$ cat config.mk
export PLATFORM = sky130hd
export DESIGN_NAME = div_seq
export DESIGN_NICKNAME = d
export VERILOG_FILES = /design/src/rtl/div_seq.sv
export SDC_FILE = /design/constraint.sdc
export NUM_CORES = 1
export LEC_CHECK = 0
export BUFFER_PORTS_ARGS = -buffer_cell sky130_fd_sc_hd__buf_2
export CORE_ASPECT_RATIO = 1.1
export CORE_MARGIN = 3
export CORE_UTILIZATION = 50
export CTS_BUF_LIST = sky130_fd_sc_hd__clkbuf_2
export CTS_CLUSTER_SIZE = 16
export DETAILED_ROUTE_END_ITERATION = 10
export GPL_TIMING_DRIVEN = 0
export HOLD_SLACK_MARGIN = 0.03
export MAX_ROUTING_LAYER = met4
export PLACE_DENSITY = 0.7
export SYNTH_ARGS = -nofsm -noshare
export SYNTH_HDL_FRONTEND = slang
export SYNTH_SLANG_ARGS = --single-unit
$ cat constraint.sdc
create_clock -name clk -period 7.4 [get_ports clk]
set_clock_uncertainty 0.05 [all_clocks]
set_input_delay 0.37 -clock clk [delete_from_list [all_inputs] [get_ports clk]]
set_output_delay 0.37 -clock clk [all_outputs]
set_load 0.02 [all_outputs]
$ cat src/rtl/div_seq.sv
`default_nettype none
// ============================================================================
// Module   : div_seq
// Purpose  : Parametrised sequential restoring radix-2 integer divider.
//            One quotient bit per clock, runtime signed/unsigned selection,
//            start/busy/done handshake, defined divide-by-zero and signed
//            overflow results. Sits beside the PRNG core for modulo
//            reduction and range scaling.
// Ports    : clk, rst (sync, active-high)
//            start, signed_mode, dividend, divisor   - request, sampled when idle
//            busy                                    - operation in progress
//            done                                    - one-cycle result strobe
//            q, r, div_by_zero                       - held until next done
// Options  : DIV_SEQ_EARLY_EXIT_EN - when defined, an operation whose dividend
//            magnitude is below the divisor magnitude skips the iteration
//            phase and completes one edge after accept.
// Revision : 1.0 - initial release
// ============================================================================
module div_seq #(
    parameter int WIDTH = 32,
    parameter int CNT_W = $clog2(WIDTH) + 1
) (
    input  logic             clk,
    input  logic             rst,
    input  logic             start,
    input  logic             signed_mode,
    input  logic [WIDTH-1:0] dividend,
    input  logic [WIDTH-1:0] divisor,
    output logic             busy,
    output logic             done,
    output logic [WIDTH-1:0] q,
    output logic [WIDTH-1:0] r,
    output logic             div_by_zero
);

    typedef enum logic [1:0] {
        ST_IDLE = 2'd0,
        ST_CALC = 2'd1,
        ST_FIX  = 2'd2
    } state_t;

    localparam logic [CNT_W-1:0] c_cnt_init = CNT_W'(WIDTH - 1);
    localparam logic [CNT_W-1:0] c_cnt_one  = CNT_W'(1);

    state_t           r_state;
    state_t           w_state_nxt;

    // r_dvd starts as the dividend magnitude; its MSB feeds the partial
    // remainder each iteration while quotient bits enter at the LSB, so
    // after WIDTH iterations it holds the unsigned quotient.
    logic [WIDTH-1:0] r_dvd;
    logic [WIDTH-1:0] r_dvs;
    logic [WIDTH-1:0] r_rem;
    logic [CNT_W-1:0] r_cnt;
    logic             r_qneg;
    logic             r_rneg;
    logic             r_dbz;

    logic             w_dvd_neg;
    logic             w_dvs_neg;
    logic [WIDTH-1:0] w_dvd_mag;
    logic [WIDTH-1:0] w_dvs_mag;
    logic             w_dvs_zero;
    logic             w_early;
    logic [WIDTH:0]   w_shift;
    logic             w_ge;
    logic [WIDTH-1:0] w_rem_nxt;

    // Operand magnitudes. Negating the most-negative value wraps to itself,
    // which reads correctly as 2^(WIDTH-1) when treated as unsigned.
    assign w_dvd_neg  = signed_mode & dividend[WIDTH-1];
    assign w_dvs_neg  = signed_mode & divisor[WIDTH-1];
    assign w_dvd_mag  = w_dvd_neg ? -dividend : dividend;
    assign w_dvs_mag  = w_dvs_neg ? -divisor  : divisor;
    assign w_dvs_zero = (divisor == '0);

`ifdef DIV_SEQ_EARLY_EXIT_EN
    assign w_early = !w_dvs_zero && (w_dvd_mag < w_dvs_mag);
`else
    assign w_early = 1'b0;
`endif

    // One restoring step. The shifted partial remainder needs WIDTH+1 bits;
    // the kept remainder is always below the divisor and fits in WIDTH bits.
    assign w_shift   = {r_rem, r_dvd[WIDTH-1]};
    assign w_ge      = (w_shift >= {1'b0, r_dvs});
    assign w_rem_nxt = w_ge ? WIDTH'(w_shift - {1'b0, r_dvs}) : w_shift[WIDTH-1:0];

    assign busy = (r_state != ST_IDLE);

    // ------------------------------------------------------------------
    // State register
    // ------------------------------------------------------------------
    always_ff @(posedge clk) begin
        if (rst) begin
            r_state <= ST_IDLE;
        end else begin
            r_state <= w_state_nxt;
        end
    end

    // ------------------------------------------------------------------
    // Next-state logic
    // ------------------------------------------------------------------
    always_comb begin
        w_state_nxt = r_state;
        case (r_state)
            ST_IDLE: begin
                if (start) begin
                    if (w_dvs_zero || w_early) begin
                        w_state_nxt = ST_FIX;
                    end else begin
                        w_state_nxt = ST_CALC;
                    end
                end
            end
            ST_CALC: begin
                if (r_cnt == '0) begin
                    w_state_nxt = ST_FIX;
                end
            end
            ST_FIX: begin
                w_state_nxt = ST_IDLE;
            end
            default: begin
                w_state_nxt = ST_IDLE;
            end
        endcase
    end

    // ------------------------------------------------------------------
    // Datapath and result registers
    // ------------------------------------------------------------------
    always_ff @(posedge clk) begin
        if (rst) begin
            r_dvd       <= '0;
            r_dvs       <= '0;
            r_rem       <= '0;
            r_cnt       <= '0;
            r_qneg      <= 1'b0;
            r_rneg      <= 1'b0;
            r_dbz       <= 1'b0;
            done        <= 1'b0;
            q           <= '0;
            r           <= '0;
            div_by_zero <= 1'b0;
        end else begin
            done <= 1'b0;
            case (r_state)
                ST_IDLE: begin
                    if (start) begin
                        r_dvs <= w_dvs_mag;
                        r_cnt <= c_cnt_init;
                        r_dbz <= w_dvs_zero;
                        if (w_dvs_zero || w_early) begin
                            // Final values are loaded directly so FIX passes
                            // them through unchanged: q is all ones for a zero
                            // divisor and zero for an early exit, r is the raw
                            // dividend in both cases.
                            r_dvd  <= w_dvs_zero ? '1 : '0;
                            r_rem  <= dividend;
                            r_qneg <= 1'b0;
                            r_rneg <= 1'b0;
                        end else begin
                            r_dvd  <= w_dvd_mag;
                            r_rem  <= '0;
                            r_qneg <= w_dvd_neg ^ w_dvs_neg;
                            r_rneg <= w_dvd_neg;
                        end
                    end
                end
                ST_CALC: begin
                    r_rem <= w_rem_nxt;
                    r_dvd <= {r_dvd[WIDTH-2:0], w_ge};
                    r_cnt <= r_cnt - c_cnt_one;
                end
                ST_FIX: begin
                    q           <= r_qneg ? -r_dvd : r_dvd;
                    r           <= r_rneg ? -r_rem : r_rem;
                    div_by_zero <= r_dbz;
                    done        <= 1'b1;
                end
                default: begin
                end
            endcase
        end
    end

endmodule
`default_nettype wire

Word level (Yosys, flattened, before mapping) --
Index checks and enable logic that the tools add are counted.
Cells by class: reduce and logical (&&, ||, !) cells 8, add/sub/neg operators 6, bitwise operators 3, order comparisons 1, eq/ne operators 4, multiplexer cells 20
Operators with widths (number):
- $mux W32 | 9
- $neg A32 Y32 | 4
- $pmux W32 S2 | 2
- $ge A33 B32 Y1 | 1
- $logic_not A32 Y1 | 1
- $sub A32 B32 Y32 | 1
- $pmux W6 S2 | 1
- $logic_not A6 Y1 | 1
- $mux W2 | 3
- $mux W6 | 1
- $reduce_and A2 Y1 | 3
- $sub A6 B1 Y6 const B | 1
- $ne A2 B2 Y1 const B | 2
- $pmux W2 S2 | 1
- $reduce_bool A2 Y1 | 2
- $mux W1 | 3
- $and A1 B1 Y1 | 2
- $eq A2 B1 Y1 const B | 1
- $eq A2 B2 Y1 const B | 1
- $logic_not A2 Y1 | 1
- $xor A1 B1 Y1 | 1
Word-level totals: register bits after elaboration 173

Logic depth before layout (Yosys ltp) --
Gate-level depths: netlist of the first run.
depth after elaboration 5, gate-level depth with buffers 13, gate-level depth less buffers 12

Worst setup path after synthesis of the first run --
No wires, ideal clock.
path type flip-flop to flip-flop, from reg r_dvs[1], to reg r_rem[15], path slack 4511 ps, library setup time 132 ps, data arrival time 2706 ps, data required time 7218 ps, stages on the path, launching flop included 13, path through dfxtp_1 inv_1 ha_1 nor2b_1 o2111ai_1 a2111oi_2 o31ai_2 a211oi_2 o21a_1 clkbuf_1 nor3_1 a221oi_1 o32ai_1
On the way: longest elaborated chain between the ends 3, elaborated cells between the ends (all ways) 4, those cells by class 1 x add/sub; 1 x order compare; 2 x mux
Ends and longest elaborated chain:
- start: declaration | RTL line 52 | logic [WIDTH-1:0] r_dvs;
- start signal: assignment | RTL line 152 | r_dvs <= w_dvs_mag;
- $sub A32 B32 Y32 or $ge A33 B32 Y1 (tied branches) | RTL line 87, 86
- $mux W32 * | RTL line 87 | assign w_rem_nxt = w_ge ? WIDTH'(w_shift - {1'b0, r_dvs}) : w_shift[WIDTH-1:0];
- $pmux W32 S2 * | RTL line 149 | case (r_state)
- end signal: assignment | RTL line 161 | r_rem <= dividend;
- end signal: assignment | RTL line 173 | r_rem <= w_rem_nxt;
- end: declaration | RTL line 53 | logic [WIDTH-1:0] r_rem;
Mark *: on every way between the ends. The rest lies on a longest branch, timed or not. A chain may end at the register's enable or synchronous reset.

Worst setup path after layout of the first run --
from reg r_dvd[31], to reg r_rem[12]
On the way: longest elaborated chain between the ends 3, elaborated cells between the ends (all ways) 4, those cells by class 1 x add/sub; 1 x order compare; 2 x mux
Ends and longest elaborated chain:
- start: declaration | RTL line 51 | logic [WIDTH-1:0] r_dvd;
- start signal: assignment | RTL line 160 | r_dvd <= w_dvs_zero ? '1 : '0;
- start signal: assignment | RTL line 165 | r_dvd <= w_dvd_mag;
- start signal: assignment | RTL line 174 | r_dvd <= {r_dvd[WIDTH-2:0], w_ge};
- $sub A32 B32 Y32 or $ge A33 B32 Y1 (tied branches) | RTL line 87, 86
- $mux W32 * | RTL line 87
- $pmux W32 S2 * | RTL line 149
Marked as above.

==> flow_metrics.tcl, run 1 <==
set metrics [dict create \
    power_density_nw_per_um2 280 \
    yosys-top-cells-area "dfxtp_1 (31%), a21oi_1 (6.7%), xnor2_1 (6.3%)" \
    r2r-start "r_dvd[31]$_SDFFE_PP0P_" \
    cts_resized 0 \
    clk_pin_slew_ps 310 \
    fillers 2037 \
    finalSetupTns_ps 0 \
    final_cells 1966 \
    grt_pass1_vias 11300 \
    placeableCoreArea_um2 21700 \
    crit_chain "inv_1, ha_1, nor2b_1, o2111ai_1, a2111oi_2, o31ai_2, a211oi_2, o21a_1, clkbuf_1, nor3_1, o21ai_0, a221oi_1" \
    fin_crit_ps 3800 \
    finalHoldViolCount 0 \
    worst_r2r_endpoint "r_rem[12]$_SDFFE_PP0P_" \
    start_util_pct 51.8 \
    wl_per_cell_um 20.9 \
    ff2ff_path_depth 12 \
    drv_cap 0 \
    die_w_um 149 \
    nets 1769 \
    post_cts_buffers 0 \
    hold_slack_ps 162 \
    place_ws_ps 3740 \
    grtUsageTotal_pct 34.4 \
    synth_area_um2 11200 \
    vias 11800 \
    drt-total-wl_um 41200 \
    period_share_pct 51.4 \
    antenna_found_initial 1 \
    die_y_um 163 \
    insertion_delay_ps 800 \
    grt_pass1_wl_um 63500 \
    num_rows 56 \
    dp_hpwl_um 32400 \
    hold_path_depth 5 \
    power_uw 3730 \
    violations "design-rule violations" \
    leakagePower_uw 0.00512 \
    worstSetupPathType "reg2reg" \
    min_to "r_rem[20]$_SDFFE_PP0P_" \
    relSlewSlack_pct 28.1 \
    cts-root-buf "clkbuf_2" \
    endpoint_kind "register" \
    globalplace.congestion 0.997 \
    drtAntennaViolNets 0 \
    grt_overflow 0 \
    syn_inst 1430 \
    drc 1 \
    cts_num_sinks 173 \
    synthToLayoutAreaGrowth_pct 18.4 \
    dieArea_um2 24300 \
    critical_path_peak_fanout 10 \
    yosysMostFrequentCell "dfxtp_1" \
    setup_ws_ps 3600 \
    seq_area_um2 3460 \
    numCtsBuffers 17 \
    portBuffers 133 \
    avgSynthCellArea_um2 7.86 \
    tightest_slew_ps 1080 \
    hold_start "start" \
    dr.pass1.iters 10 \
    maxSlewViolCount 0 \
    ctsHoldBuffers 80 \
    cp_slowest_stage_delay_ps 580 \
    vdd.ir_drop.worst_mv 0.121 \
    netlist-cell-type-count 74 \
    multi_input_area_um2 7150 \
    ys_ff_latch 173 \
    cp_slowest_cell "a2111oi_2" \
    vias_per_cell 5.98 \
    r2r_setup_slack_ps 3600 \
    io_pins 135 \
    synth_ff_type "dfxtp_1" \
    ctsHtreeMaxLevel 4 \
    synth_common_cells "dfxtp_1 (173), nor2_1 (156), a21oi_1 (150), o21ai_0 (87), a211oi_1 (86)" \
    yosysSeqAreaShare_pct 30.8 \
    drtIter0Drc 978 \
    grt_max_degree 19 \
    cp-start-kind "register" \
    max_freq_mhz 263 \
    cp.arrival_ps 4460 \
    synth_edf_count 0 \
    outcome "finished, violations left" \
    syn_nets 1537 \
    grt_setup_unrepaired "false" \
    final_layout_size_suffix_gt1_share_pct 12.2 \
    critPathRequiredTime_ps 8060 \
    yosys_warnings 0 \
    ctsLongestPathBuffers 2 \
    yosysTopAreaCellShare_pct 30.8 \
    dpl.cell_count 1853 \
    hp-class "in2reg" \
    cts_tree "yes" \
    synthArstFlopShare_pct 0 \
    yosys.area.top_type "dfxtp_1" \
    setup_viol 0 \
]
==> critical path: cells and delay by family, from the launching register on <==
family | cells | cell delay, ps
and+or+nand+nor | 2 | 250
DFF | 1 | 470
AOI/OAI and AO/OA | 7 | 2080
adders and majority gates | 1 | 270
buffers and inverters | 2 | 610
==> worst max-delay path by stage <==
| stage | start | end | slack (ps) | cells past startpoint |
|---|---|---|---|---|
| floorplan | r_dvs[1]$_SDFFE_PP0P_ | r_rem[15]$_SDFFE_PP0P_ | 4510 | 12 |
| global placement | r_dvd[31]$_SDFFE_PP0P_ | r_rem[15]$_SDFFE_PP0P_ | 3710 | 12 |
| detailed placement | r_dvd[31]$_SDFFE_PP0P_ | r_rem[15]$_SDFFE_PP0P_ | 3740 | 12 |
| CTS | r_dvd[31]$_SDFFE_PP0P_ | r_rem[9]$_SDFFE_PP0P_ | 3690 | 12 |
| global route | r_dvd[31]$_SDFFE_PP0P_ | r_rem[15]$_SDFFE_PP0P_ | 3370 | 12 |
| finish | r_dvd[31]$_SDFFE_PP0P_ | r_rem[12]$_SDFFE_PP0P_ | 3600 | 12 |
==> cell families (layout without fill, tap and decap cells) <==
group	Yosys count	after routing	share of synthesized area, %
XOR/XNOR	143	143	11.1
AO/OA/AOI/OAI	515	515	30.3
buffers and inverters	166	411	5.63
other	0	1	0
multiplexers	10	10	0.890
flip-flops	173	173	30.8
AND/OR/NAND/NOR	384	384	16.8
adder cells (fa/ha/maj)	39	39	4.41
==> metrics by stage <==
| stage | util [%] | instance area [µm²] |
|---|---|---|
| after CTS | 61.3 | 13300 |
| final | 61.3 | 13300 |
| after floorplan | - | 11200 |
| after global routing | 61.3 | 13300 |
| after detailed placement | 56.5 | 12300 |
| after global placement | 56.5 | 12300 |
==> report_power, final <==
group | internal, µW | total [µW] | switching [µW]
clock | 111 | 520 | 409
combinational | 733 | 1980 | 1250
sequential | 1060 | 1230 | 165
==> metal layers <==
layer	global-route usage (%)	wire length (µm)	vias up
li1	-	-	5708
met1	40.4	17000	5516
met2	59.3	19900	436
met3	4.55	2430	103
met4	14.2	1830	0
met5	-	0	-
==> cells in the final DEF, fill, tap and decap left out, types with 17 or more instances in the layout <==
master / netlist / routed
a21o_1: 17 / 17
nor3_1: 40 / 40
a22oi_1: 32 / 32
nand2_1: 69 / 69
o21ai_0: 87 / 87
nand3_1: 21 / 21
xor2_1: 62 / 62
a211oi_1: 86 / 86
ha_1: 38 / 38
clkbuf_2: 1 / 18
dlygate4sd3_1: 0 / 80
xnor2_1: 81 / 81
a221oi_1: 22 / 22
clkbuf_1: 79 / 79
inv_1: 74 / 74
buf_2: 4 / 137
dfxtp_1: 173 / 173
a21oi_1: 150 / 150
nor2_1: 156 / 156
o31ai_1: 25 / 25
==> flip-flops by register name, indices dropped and copies added (netlist names) <==
name,count
done,1
r_dvs,32
r_qneg,1
r_dvd,32
q,32
r,32
r_cnt,6
r_dbz,1
r_rneg,1
r_state,2
div_by_zero,1
r_rem,32
==> area by class of cell <==
| cell class | count | area share (%) |
|---|---|---|
| sequential | 173 | 26.0 |
| clock inverter | 15 | 1.13 |
| tap | 290 | 2.73 |
| buffer | 92 | 2.67 |
| multi-input combinational | 1091 | 53.7 |
| inverter | 74 | 2.09 |
| antenna | 1 | 0.0188 |
| clock buffer | 17 | 0.639 |
| timing repair buffer | 213 | 11.0 |
Note: power is estimated with default switching activity, not from simulation.
==> inputs of run 2 (changes only) <==
--- a/config.mk
+++ b/config.mk
@@ -5,6 +5,7 @@
 export SDC_FILE = /design/constraint.sdc
 export NUM_CORES = 1
 export LEC_CHECK = 0
+export ABC_AREA = 1
 export BUFFER_PORTS_ARGS = -buffer_cell sky130_fd_sc_hd__buf_2
 export CORE_ASPECT_RATIO = 1.1
 export CORE_MARGIN = 3
==> constraint.sdc (replaced) <==
create_clock -name clk -period 4 [get_ports clk]
set_clock_uncertainty 0.05 [all_clocks]
set_input_delay 0.2 -clock clk [delete_from_list [all_inputs] [get_ports clk]]
set_output_delay 0.2 -clock clk [all_outputs]
set_load 0.02 [all_outputs]
==> flow_metrics.tcl, run 2 <==
set metrics [dict create \
    cp.arrival_ps 3930 \
    hold_start "signed_mode" \
    hold_slack_ps 77.4 \
    fin_area_um2 15100 \
    syn_inst 2101 \
    synth-adder-area-share_pct 3.86 \
    yosys_warnings 0 \
    hold_path_depth 7 \
    internal_power_uw 3240 \
    grt_pass1_vias 14000 \
    synth_ff_type "dfxtp_1" \
    hp-class "in2reg" \
    num_rows 60 \
    final_cells 2701 \
    insertion_delay_ps 840 \
    power_frac_seq_pct 33.2 \
    drv_cap 0 \
    yosysSeqAreaShare_pct 27.0 \
    finalHoldViolCount 0 \
    dr.pass1.iters 6 \
    max_freq_mhz 312 \
    ff2ff_path_depth 8 \
    dpl.cell_count 2575 \
    netlist-cell-type-count 51 \
    yosysMostFrequentCell "nand2_1" \
    ctsHtreeMaxLevel 4 \
    finalSetupTns_ps 0 \
    clockPowerShare_pct 16.6 \
    worst_r2r_endpoint "r_dvs[9]$_SDFFE_PP0P_" \
    drc 0 \
    vdd.ir_drop.worst_mv 0.208 \
    grt_setup_unrepaired "false" \
    relSlewSlack_pct 33.9 \
    nets 2452 \
    grt_overflow 0 \
    synthToLayoutAreaGrowth_pct 17.8 \
    cts_tree "yes" \
    synth_edf_count 0 \
    r2r_setup_slack_ps 790 \
    fin_crit_ps 3210 \
    grtUsageTotal_pct 37.6 \
    grt_max_degree 18 \
    period_share_pct 80.1 \
    setup_viol 0 \
    ctsLongestPathBuffers 2 \
    synth_mux_area_share_pct 0 \
    portBuffers 133 \
    drtIter0Drc 1467 \
    syn_nets 2208 \
    final_cell_mix "nand2_1 (460), inv_1 (309), nor2_1 (258)" \
    cp-start-kind "register" \
    drt-total-wl_um 51800 \
    dp_hpwl_um 41200 \
    yosys-top-cells-area "dfxtp_1 (27%), nand2_1 (13%), inv_1 (9.0%)" \
    synth_top_family_by_area "simple AND/OR/NAND/NOR gates" \
    worstSetupPathType "reg2reg" \
    io_pins 135 \
    avgSynthCellArea_um2 6.10 \
    outcome "finished clean" \
    yosys.area.top_type "dfxtp_1" \
    leakagePower_uw 0.00739 \
    critPathRequiredTime_ps 4730 \
    switching_share_pct 48.5 \
    synth_area_um2 12800 \
    synthSimpleGateAreaFrac_pct 31.8 \
    post_cts_buffers 0 \
    synth-compound-area-share_pct 19.8 \
    p_sw_uw 3060 \
    placeableCoreArea_um2 24800 \
    cts_resized 0 \
    die_y_um 174 \
    clk_pin_slew_ps 300 \
    die_w_um 159 \
    tightest_slew_ps 991 \
    drtAntennaViolNets 0 \
    final_layout_size_suffix_gt1_share_pct 9.50 \
    vias 15000 \
    min_to "r_dvs[3]$_SDFFE_PP0P_" \
    numCtsBuffers 17 \
    critical_path_peak_fanout 10 \
    p_comb_share_pct 50.2 \
    cts_num_sinks 173 \
    globalplace.congestion 1.04 \
    endpoint_kind "register" \
    antenna_found_initial 2 \
    ys_ff_latch 173 \
    cts-root-buf "clkbuf_2" \
    synthArstFlopShare_pct 0 \
    maxSlewViolCount 0 \
    synth-xor-area-share_pct 5.39 \
    grt_pass1_wl_um 79100 \
    wl_per_cell_um 19.2 \
    power_density_nw_per_um2 417 \
    layout_commonest_cell "nand2_1" \
    start_util_pct 51.6 \
    place_area_um2 13900 \
    r2r-start "r_state[1]$_SDFFE_PP0P_" \
    fillers 2482 \
    dieArea_um2 27600 \
    synth_common_cells "nand2_1 (460), inv_1 (309), nor2_1 (258), a21oi_1 (179), dfxtp_1 (173)" \
    yosysTopAreaCellShare_pct 27.0 \
    vias_per_cell 5.57 \
]
run 2: cell types whose count changed in the layout (fill, tap and decap cells not counted), moves of 21 or more:
cell and change:
o31ai_1 -24, inv_1 +235, nand3_1 +137, a21oi_1 +29, xnor2_1 -57, nor2_1 +102
a211oi_1 -86, o21ai_0 +76, nand2_1 +391, clkbuf_1 -21
run 2: power groups by stage:
stage | clock network, µW | logic (µW) | registers (µW)
after CTS | 1040 | 3090 | 2080
after floorplan | 0 | 2090 | 2070
after global routing | 1100 | 3510 | 2110
after detailed placement | 0 | 3000 | 2110
after global placement | 0 | 2970 | 2110
final | 1040 | 3170 | 2100
run 2: worst max-delay path by stage:
stage | endpoint | slack [ps] | cells past startpoint | startpoint
final | r_dvs[9]$_SDFFE_PP0P_ | 790 | 8 | r_state[1]$_SDFFE_PP0P_
after detailed placement | r_rem[23]$_SDFFE_PP0P_ | 1170 | 14 | r_dvs[7]$_SDFFE_PP0P_
after global placement | r_rem[23]$_SDFFE_PP0P_ | 1200 | 14 | r_dvs[7]$_SDFFE_PP0P_
after global routing | r_dvs[9]$_SDFFE_PP0P_ | 730 | 8 | r_state[1]$_SDFFE_PP0P_
after CTS | r_dvs[11]$_SDFFE_PP0P_ | 1020 | 8 | r_state[1]$_SDFFE_PP0P_
after floorplan | r_rem[23]$_SDFFE_PP0P_ | 1950 | 15 | r_dvs[8]$_SDFFE_PP0P_
run 2: worst max-delay path, cell delays in order, from the launching register on:
cell and delay, ps:
dfxtp_1 390, nor2_1 270, nand2_1 460, inv_2 350
buf_1 540, nand2_1 170, o221ai_1 290, dlygate4sd3_1 620
inv_1 40
run 2: repair_timing:
item | in CTS | in global routing
hold endpoints to repair | 98 | 0
hold buffers | 92 | 0
setup endpoints to repair | 0 | 0
run 2: cell families after synthesis:
logic type | after synthesis
AOI/OAI and AO/OA | 450
xor gates and xnor gates | 79
adders and majority gates | 39
buffers and inverters | 399
DFF | 173
and+or+nand+nor | 961
run 2: routing by layer:
layer,track usage [%],part of all wire (%),vias up
met1,47.9,42,6876
met5,-,0,-
li1,-,-,7309
met4,18.8,5.7,0
met2,59.2,44,716
met3,4.58,7.8,144
run 2: per-stage QoR:
| stage | power (µW) | utilization [%] | setup slack [ps] |
|---|---|---|---|
| final | 6310 | 60.8 | 794 |
| after global routing | 6720 | 60.8 | 731 |
| after CTS | 6210 | 60.8 | 1020 |
| after detailed placement | 5110 | 56.0 | 1170 |
| after global placement | 5080 | 56.0 | 1200 |
| after floorplan | 4170 | - | 1950 |
run 2: area by class of cell:
cell class	count	area [µm²]	area share [%]
Sequential cell	173	3460	22.9
Antenna cell	2	5.00	0.0331
Buffer	86	378	2.50
Clock inverter	14	178	1.18
Multi-Input combinational cell	1529	7810	51.7
Timing Repair Buffer	225	1590	10.5
Inverter	313	1170	7.77
Tap cell	341	427	2.82
Clock buffer	18	90.1	0.596
==> inputs of run 3 (changes only) <==
--- a/config.mk
+++ b/config.mk
@@ -16,7 +16,7 @@
 export GPL_TIMING_DRIVEN = 0
 export HOLD_SLACK_MARGIN = 0.03
 export MAX_ROUTING_LAYER = met4
-export PLACE_DENSITY = 0.7
+export PLACE_DENSITY = 0.72
 export SYNTH_ARGS = -nofsm -noshare
 export SYNTH_HDL_FRONTEND = slang
 export SYNTH_SLANG_ARGS = --single-unit
==> constraint.sdc (replaced) <==
create_clock -name clk -period 2.87 [get_ports clk]
set_clock_uncertainty 0.05 [all_clocks]
set_input_delay 0.1435 -clock clk [delete_from_list [all_inputs] [get_ports clk]]
set_output_delay 0.1435 -clock clk [all_outputs]
set_load 0.02 [all_outputs]
==> flow_metrics.tcl, run 3 (synthesis gave the netlist of run 2 again) <==
set metrics [dict create \
    outcome "finished clean" \
    endpoint_kind "register" \
    die_y_um 174 \
    layout_commonest_cell "nand2_1" \
    die_w_um 159 \
    dp_hpwl_um 41400 \
    placeableCoreArea_um2 24800 \
    vdd.ir_drop.worst_mv 0.292 \
    cp_slowest_cell "dlygate4sd3_1" \
    clockPowerShare_pct 15.8 \
    critical_path_peak_fanout 5 \
    drt-total-wl_um 52200 \
    maxSlewViolCount 0 \
    period_share_pct 98.4 \
    hold_slack_ps 96.2 \
    final_core_util_pct 61.8 \
    cts_num_sinks 173 \
    cts-root-buf "clkbuf_2" \
    globalplace.congestion 1.09 \
    grtUsageTotal_pct 37.7 \
    start_util_pct 51.6 \
    insertion_delay_ps 790 \
    ctsLongestPathBuffers 2 \
    tightest_slew_ps 997 \
    cp_common_cell "dlygate4sd3_1" \
    vias 15100 \
    dr.pass1.iters 8 \
    crit_chain "dlygate4sd3_1, buf_2, inv_1, ha_1, nand2_2, nor2_4, nand4_4, nor3_4, nand2_1, nand2_2, a21oi_1, dlygate4sd3_1, o21ai_0, dlygate4sd3_1, inv_1" \
    hp-class "in2reg" \
    setup_viol 0 \
    grt_pass1_wl_um 79500 \
    power_frac_seq_pct 33.4 \
    io_pins 135 \
    cts_tree "yes" \
    dieArea_um2 27600 \
    drc 0 \
    nets 2469 \
    setup_ws_ps 46.8 \
    antenna_found_initial 1 \
    portBuffers 133 \
    final_layout_size_suffix_gt1_share_pct 10.8 \
    leakagePower_uw 0.00748 \
    ctsHtreeMaxLevel 4 \
    power_density_nw_per_um2 574 \
    drtIter0Drc 1646 \
    worstSetupPathType "in2reg" \
    p_sw_uw 4370 \
    fin_area_um2 15300 \
    drtAntennaViolNets 0 \
    numCtsBuffers 17 \
    drv_cap 0 \
    vias_per_cell 5.57 \
    cp.arrival_ps 3510 \
    relSlewSlack_pct 33.6 \
    grt_max_degree 20 \
    finalSetupTns_ps 0 \
    clk_pin_slew_ps 320 \
    place_area_um2 13900 \
    p_comb_share_pct 50.9 \
    critPathRequiredTime_ps 3560 \
    synthToLayoutAreaGrowth_pct 19.6 \
    switching_share_pct 49.6 \
    finalHoldViolCount 0 \
    cp_slowest_stage_delay_ps 600 \
    crit_family "buffers and inverters" \
    grt_pass1_vias 14200 \
    place_ws_ps 99.7 \
    cp-start-kind "input pin" \
    final_cell_mix "nand2_1 (458), inv_1 (309), nor2_1 (254)" \
    num_rows 60 \
    fin_crit_ps 2820 \
    crit_buf_inv 6 \
    max_freq_mhz 354 \
    wl_per_cell_um 19.2 \
    internal_power_uw 4440 \
    grt_overflow 0 \
]
[run 3: cell count changes in the layout (fill, tap and decap cells not counted), moves of 3 or more]
cell,previous run,this run
dlygate4sd3_1,92,108
dfxtp_1,173,158
nor2_1,258,254
clkbuf_2,18,21
ha_1,38,34
nor2_2,5,8
ha_2,0,3
inv_8,2,5
dfxtp_2,0,15
[run 3: layer usage]
layer / up-vias / wire (µm) / global-route usage (%)
li1: 7348 / - / -
met1: 6919 / 21900 / 47.3
met2: 740 / 23800 / 61.8
met3: 126 / 3950 / 4.08
met4: 0 / 2470 / 16.1
met5: - / 0 / -
[run 3: power groups by stage]
stage / Combinational, µW / Clock, µW / Sequential, µW
after floorplan: 2920 / 0 / 2890
after global placement: 4140 / 0 / 2950
after detailed placement: 4190 / 0 / 2950
after CTS: 4340 / 1390 / 2910
after global routing: 4960 / 1500 / 2960
final: 4480 / 1390 / 2940
[run 3: path summary, 6_finish.rpt]
check,cells after the start,startpoint,slack [ps],endpoint
min reg2reg,2,r_dvs[31]$_SDFFE_PP0P_,460,r_dvs[31]$_SDFFE_PP0P_
max,15,divisor[0],50,r_dvs[26]$_SDFFE_PP0P_
min,6,signed_mode,100,r_dvs[11]$_SDFFE_PP0P_
max reg2reg,13,r_dvs[9]$_SDFFE_PP0P_,170,r_dvd[0]$_SDFFE_PP0P_
[run 3: layout make-up]
type / instances / area [µm²]
Tap cell: 341 / 427
Timing Repair Buffer: 242 / 1750
Sequential cell: 173 / 3480
Buffer: 86 / 387
Antenna cell: 2 / 5.00
Multi-Input combinational cell: 1529 / 7860
Fill cell: 2463 / 9500
Inverter: 313 / 1170
Clock inverter: 14 / 165
Clock buffer: 18 / 90.1
[run 3: stage by stage]
stage	total power, µW	std cells
final	8810	2718
after CTS	8630	2714
after detailed placement	7140	2575
after global placement	7090	2575
after floorplan	5810	2101
after global routing	9410	2717
[run 3: worst register-to-register path, stage by stage, from the launching register on]
cell and delay [ps]:
dfxtp_1 400, inv_1 110, ha_1 400, nand2_1 130, nor2_1 220, nand2_1 120
nor2_2 130, nand3b_1 140, nand3_1 110, nor2_2 70, nand2_1 80, buf_4 210
nand2_1 160, a21oi_1 270
[run 3: timing repair]
item | 4_1_cts | 5_1_grt
hold buffers | 107 | 1
resized for setup | 0 | 35
setup buffers | 0 | 1
setup endpoints to repair | 0 | 35
hold endpoints to repair | 98 | 9
